## config.mk

```make
export PLATFORM = sky130hd
export DESIGN_NAME = keypad_scanner
export DESIGN_NICKNAME = d
export VERILOG_FILES = /design/src/rtl/keypad_scanner.sv
export SDC_FILE = /design/constraint.sdc
export NUM_CORES = 1
export LEC_CHECK = 0
export ABC_CLOCK_PERIOD_IN_PS = 4100
export CAP_MARGIN = 15
export CORE_MARGIN = 2
export CORE_UTILIZATION = 56
export CTS_CLUSTER_SIZE = 24
export DETAILED_ROUTE_END_ITERATION = 16
export MAX_ROUTING_LAYER = met4
export PLACE_DENSITY = 0.76
export SYNTH_ARGS = -nofsm -noshare
export SYNTH_HDL_FRONTEND = slang
export SYNTH_SLANG_ARGS = --single-unit
```

## constraint.sdc

```tcl
create_clock -name clk -period 4.1 [get_ports clk]
set_input_delay 0.82 -clock clk [delete_from_list [all_inputs] [get_ports clk]]
set_output_delay 0.82 -clock clk [all_outputs]
set_load 0.03 [all_outputs]
```

## src/rtl/keypad_scanner.sv

```systemverilog
// 4x3 matrix keypad scanner: column drive, frame-level ghost rejection,
// debounce and registered one-hot / start / stop decode for the controller.
module keypad_scanner #(
  parameter int unsigned SCAN_DIV       = 1,
  parameter int unsigned DEBOUNCE_SCANS = 3,
  parameter int unsigned CNT_W          = 4
) (
  input  logic       clk,
  input  logic       reset,
  input  logic [3:0] row_n,
  output logic [2:0] col_n,
  output logic [9:0] keypad,
  output logic       startn,
  output logic       stopn,
  output logic       key_valid,
  output logic [3:0] key_code
);

  localparam logic [3:0]       NONE     = 4'hF;
  localparam logic [CNT_W-1:0] DIV_LAST = CNT_W'(SCAN_DIV - 1);
  localparam logic [CNT_W-1:0] DEB_MAX  = CNT_W'(DEBOUNCE_SCANS);

  typedef enum logic {RELEASED, PRESSED} state_t;

  state_t           state_q, state_d;
  logic [CNT_W-1:0] div_q, div_d;
  logic [1:0]       col_q, col_d;
  logic [11:0]      acc_q, acc_d;
  logic [3:0]       cand_q, cand_d;
  logic [CNT_W-1:0] cnt_q, cnt_d;
  logic [3:0]       key_code_q, key_code_d;
  logic [9:0]       keypad_q, keypad_d;
  logic             startn_q, startn_d;
  logic             stopn_q, stopn_d;
  logic             key_valid_q, key_valid_d;

  logic [2:0]  col_oh;
  logic [3:0]  hit;
  logic [11:0] frame_bits;
  logic [3:0]  frame_code;
  logic        sample;
  logic        upd;

  always_comb begin
    col_oh      = 3'b001 << col_q;
    hit         = ~row_n;
    sample      = (div_q == DIV_LAST);
    div_d       = div_q;
    col_d       = col_q;
    acc_d       = acc_q;
    cand_d      = cand_q;
    cnt_d       = cnt_q;
    state_d     = state_q;
    key_valid_d = 1'b0;
    frame_code  = NONE;

    // Key position r*3+c: each row owns a 3-bit group, one bit per column.
    frame_bits = acc_q;
    if (sample) begin
      frame_bits = acc_q | {{3{hit[3]}} & col_oh, {3{hit[2]}} & col_oh,
                            {3{hit[1]}} & col_oh, {3{hit[0]}} & col_oh};
    end

    if (frame_bits != '0 && (frame_bits & (frame_bits - 12'd1)) == '0) begin
      unique case (frame_bits)
        12'h001: frame_code = 4'd1;
        12'h002: frame_code = 4'd2;
        12'h004: frame_code = 4'd3;
        12'h008: frame_code = 4'd4;
        12'h010: frame_code = 4'd5;
        12'h020: frame_code = 4'd6;
        12'h040: frame_code = 4'd7;
        12'h080: frame_code = 4'd8;
        12'h100: frame_code = 4'd9;
        12'h200: frame_code = 4'd10;
        12'h400: frame_code = 4'd0;
        12'h800: frame_code = 4'd11;
        default: frame_code = NONE;
      endcase
    end

    if (sample) begin
      div_d = '0;
      if (col_q == 2'd2) begin
        col_d = 2'd0;
        acc_d = '0;
        if (frame_code == cand_q) begin
          cnt_d = (cnt_q == DEB_MAX) ? cnt_q : cnt_q + CNT_W'(1);
        end else begin
          cand_d = frame_code;
          cnt_d  = CNT_W'(1);
        end
      end else begin
        col_d = col_q + 2'd1;
        acc_d = frame_bits;
      end
    end else begin
      div_d = div_q + CNT_W'(1);
    end

    upd        = (cnt_q == DEB_MAX) && (cand_q != key_code_q);
    key_code_d = upd ? cand_q : key_code_q;

    unique case (state_q)
      RELEASED: begin
        if (upd && cand_q != NONE) begin
          state_d     = PRESSED;
          key_valid_d = 1'b1;
        end
      end
      PRESSED: begin
        if (upd) begin
          if (cand_q == NONE) state_d = RELEASED;
          else                key_valid_d = 1'b1;
        end
      end
      default: state_d = RELEASED;
    endcase

    // Decode from the next key_code so outputs move in the same cycle it does.
    keypad_d = '0;
    if (key_code_d <= 4'd9) keypad_d = 10'b1 << key_code_d;
    startn_d = (key_code_d != 4'd11);
    stopn_d  = (key_code_d != 4'd10);
  end

  always_ff @(posedge clk or posedge reset) begin
    if (reset) begin
      state_q     <= RELEASED;
      div_q       <= '0;
      col_q       <= '0;
      acc_q       <= '0;
      cand_q      <= NONE;
      cnt_q       <= '0;
      key_code_q  <= NONE;
      keypad_q    <= '0;
      startn_q    <= 1'b1;
      stopn_q     <= 1'b1;
      key_valid_q <= 1'b0;
    end else begin
      state_q     <= state_d;
      div_q       <= div_d;
      col_q       <= col_d;
      acc_q       <= acc_d;
      cand_q      <= cand_d;
      cnt_q       <= cnt_d;
      key_code_q  <= key_code_d;
      keypad_q    <= keypad_d;
      startn_q    <= startn_d;
      stopn_q     <= stopn_d;
      key_valid_q <= key_valid_d;
    end
  end

  assign col_n     = ~col_oh;
  assign keypad    = keypad_q;
  assign startn    = startn_q;
  assign stopn     = stopn_q;
  assign key_valid = key_valid_q;
  assign key_code  = key_code_q;

endmodule

```

==> results.json <==
{
  "cts-buffers-inserted": 5,
  "first_iter_violations": 146,
  "drive_gt1_share_pct": 18.5,
  "cp_max_fo": 10,
  "clk_latency_ps": 300,
  "fmax_ghz": 0.258,
  "drc": 0,
  "rr_worst_depth": 13,
  "synth_nets": 276,
  "final_common_cell": "nor2_1",
  "syn-cell-area_um2": 2470,
  "cp.arrival_ps": 4070,
  "synth_edf_count": 0,
  "grt_max_degree": 29,
  "final_antenna_net_count": 0,
  "die_h_um": 70.4,
  "wl_per_cell_um": 15.3,
  "grt_usage_pct": 24.7,
  "combPwrFrac_pct": 18.7,
  "hold_path_class": "reg2reg",
  "sequentialPowerShare_pct": 50.0,
  "intPower_w": 0.000642,
  "post-cts-setup-buffers": 0,
  "crit_type": "reg2reg",
  "peakVddDrop_mv": 0.255,
  "worst_ep_required_time_ps": 4300,
  "period_minus_slack_ps": 3870,
  "core_um2": 4290,
  "cap_viol_max_count": 0,
  "p_sw_w": 0.000282,
  "grt_pass1_vias": 1984,
  "synth_cells": 267,
  "area_growth_pct": 22.1,
  "ys_seq_elements": 43,
  "die_w_um": 70.4,
  "vias": 2128,
  "fin_tns_setup_ps": 0,
  "fin_area_um2": 3020,
  "r2r_slack_ps": 230,
  "dpl-instance-area_um2": 2890,
  "antenna_found_initial": 0,
  "cts.path.max_buffers": 2,
  "async_flop_share_pct": 100,
  "start_util_pct": 57.5,
  "startpoint_type": "register",
  "root_buffer": "clkbuf_8",
  "pin_count": 26,
  "clockPowerShare_pct": 31.3,
  "io_buffers": 25,
  "end_kind": "register",
  "post-route-period-util_pct": 94.4,
  "relSlewSlack_pct": 49.6,
  "swShare_pct": 30.5,
  "grt_overflow_total": 0,
  "power.density_nw_per_um2": 306,
  "cts_tree": "done",
  "finClkSkew_ps": 9.89,
  "startpoint": "div_q[0]",
  "synthDistinctLibCells": 66,
  "outcome": "finished, final reports clean",
  "cts_sinks": 43,
  "routed_wl_um": 5570,
  "path_clk_slew_ps": 90,
  "maxSlewViolCount": 0,
  "setup_viol": 0,
  "ctsResizeCount": 0,
  "hold_viol": 0,
  "ctsHoldBuffers": 0,
  "vias_per_cell": 5.83,
  "timing.rr.start": "div_q[0]",
  "yosysWarnings": 0,
  "r2r_end": "cnt_q[0]",
  "ys.flop_type": "dfrtp_1",
  "rsz0062_at_grt": "no",
  "syn_area_per_cell_um2": 9.26,
  "final_cell_mix": "nor2_1, dfrtp_1, nand2_1",
  "ys_seq_area_share_pct": 44.1,
  "die-area_um2": 4960,
  "dp_hpwl_um": 4120,
  "power_leakage_nw": 1.32,
  "worst_pin_slew_ps": 755,
  "antennaDiodeCount": 0,
  "num_rows": 24,
  "finalNetCount": 321,
  "place_congestion": 0.884,
  "htreeDepth": 2,
  "grt_pass1_wl_um": 9580,
  "hold_ws_ps": 491,
  "critPathCapture": "cnt_q[0]",
  "dr.pass1.iters": 5
}
[per-layer routing]
| metal | global-route usage, % | part of all wire [%] | routed length (um) | vias up |
|---|---|---|---|---|
| met5 | - | 0 | 0 | - |
| met1 | 35.8 | 48 | 2700 | 1024 |
| met4 | 8.97 | 1.6 | 87 | 0 |
| met3 | 3.46 | 4.9 | 274 | 11 |
| met2 | 35.6 | 45 | 2510 | 49 |
| li1 | - | - | - | 1044 |
[final cells by class]
type                            count  area, um2
Tap cell                           52       65.1
Fill cell                         325       1280
Clock inverter                      3       26.3
Timing Repair Buffer               48        443
Clock buffer                        5       68.8
Inverter                           16       60.1
Sequential cell                    43       1090
Multi-Input combinational cell    198       1260
[stage by stage]
| step | std cells | power (W) | utilization, % | worst slack (ps) |
|---|---|---|---|---|
| 2_1_floorplan | 267 | 0.000584 | - | 512 |
| 3_3_place_gp | 356 | 0.000634 | 67.4 | -18.9 |
| 3_5_place_dp | 356 | 0.000638 | 67.4 | -43.5 |
| 4_1_cts | 364 | 0.000929 | 69.6 | 248 |
| 5_1_grt | 365 | 0.000968 | 70.3 | 47.5 |
| 6_report | 365 | 0.000924 | 70.3 | 229 |
[power by group through the flow]
stage | clock [W] | sequential (W) | combinational (W)
after floorplan | 0 | 0.000478 | 0.000106
after global placement | 0 | 0.000470 | 0.000165
after detailed placement | 0 | 0.000470 | 0.000168
after CTS | 0.000298 | 0.000462 | 0.000169
after global routing | 0.000310 | 0.000466 | 0.000192
final | 0.000289 | 0.000462 | 0.000172
[worst max-delay path, cell delays in order, from the launching register on]
cell,delay (ps)
dfrtp_1,410
inv_1,70
ha_1,340
or4b_1,620
o21ai_1,350
a2111o_1,200
a21oi_1,110
or2_2,340
or3_1,400
buf_4,160
a21oi_2,120
o21ai_2,70
or3_4,350
o22a_1,210
[registers in the layout, indices dropped and copies added (netlist names), 2 cells and up]
signal / count
col_q: 2
div_q: 4
acc_q: 12
keypad: 10
cnt_q: 4
cand_q: 4
key_code: 4
[Yosys cell counts (3+ instances only)]
cell / instances / area [um2]
a21boi_0: 4 / 30.0
a21oi_1: 14 / 70.1
a31oi_1: 4 / 25.0
clkbuf_1: 4 / 15.0
dfrtp_1: 33 / 826
dfstp_2: 10 / 263
ha_1: 3 / 37.5
inv_1: 15 / 56.3
mux2i_1: 6 / 60.1
nand2_1: 27 / 101
nand2b_1: 3 / 18.8
nand3_1: 5 / 25.0
nand4_1: 3 / 18.8
nor2_1: 37 / 139
nor2b_1: 5 / 31.3
nor3_1: 5 / 25.0
nor4_1: 3 / 18.8
o21ai_0: 13 / 65.1
o2bb2ai_1: 3 / 26.3
or4_1: 4 / 30.0
xor2_1: 5 / 43.8
[kinds of logic (layout without fill, tap and decap cells)]
| family | Yosys count | in the layout | share of synthesized area (%) |
|---|---|---|---|
| AO/OA/AOI/OAI | 63 | 63 | 17.4 |
| XOR/XNOR | 7 | 7 | 2.48 |
| adder cells (fa/ha/maj) | 3 | 3 | 1.52 |
| buffers and inverters | 26 | 72 | 4.76 |
| flip-flops | 43 | 43 | 44.1 |
| multiplexers | 7 | 7 | 2.89 |
| AND/OR/NAND/NOR | 118 | 118 | 26.9 |
[worst min-delay path by stage]
stage,start,endpoint,cells past startpoint
after global placement,div_q[0],div_q[0],1
after floorplan,div_q[0],div_q[0],1
after detailed placement,div_q[0],div_q[0],1
final,div_q[0],div_q[0],1
after CTS,div_q[0],div_q[0],1
after global routing,div_q[0],div_q[0],1
Power figures use the tool's default switching activity.
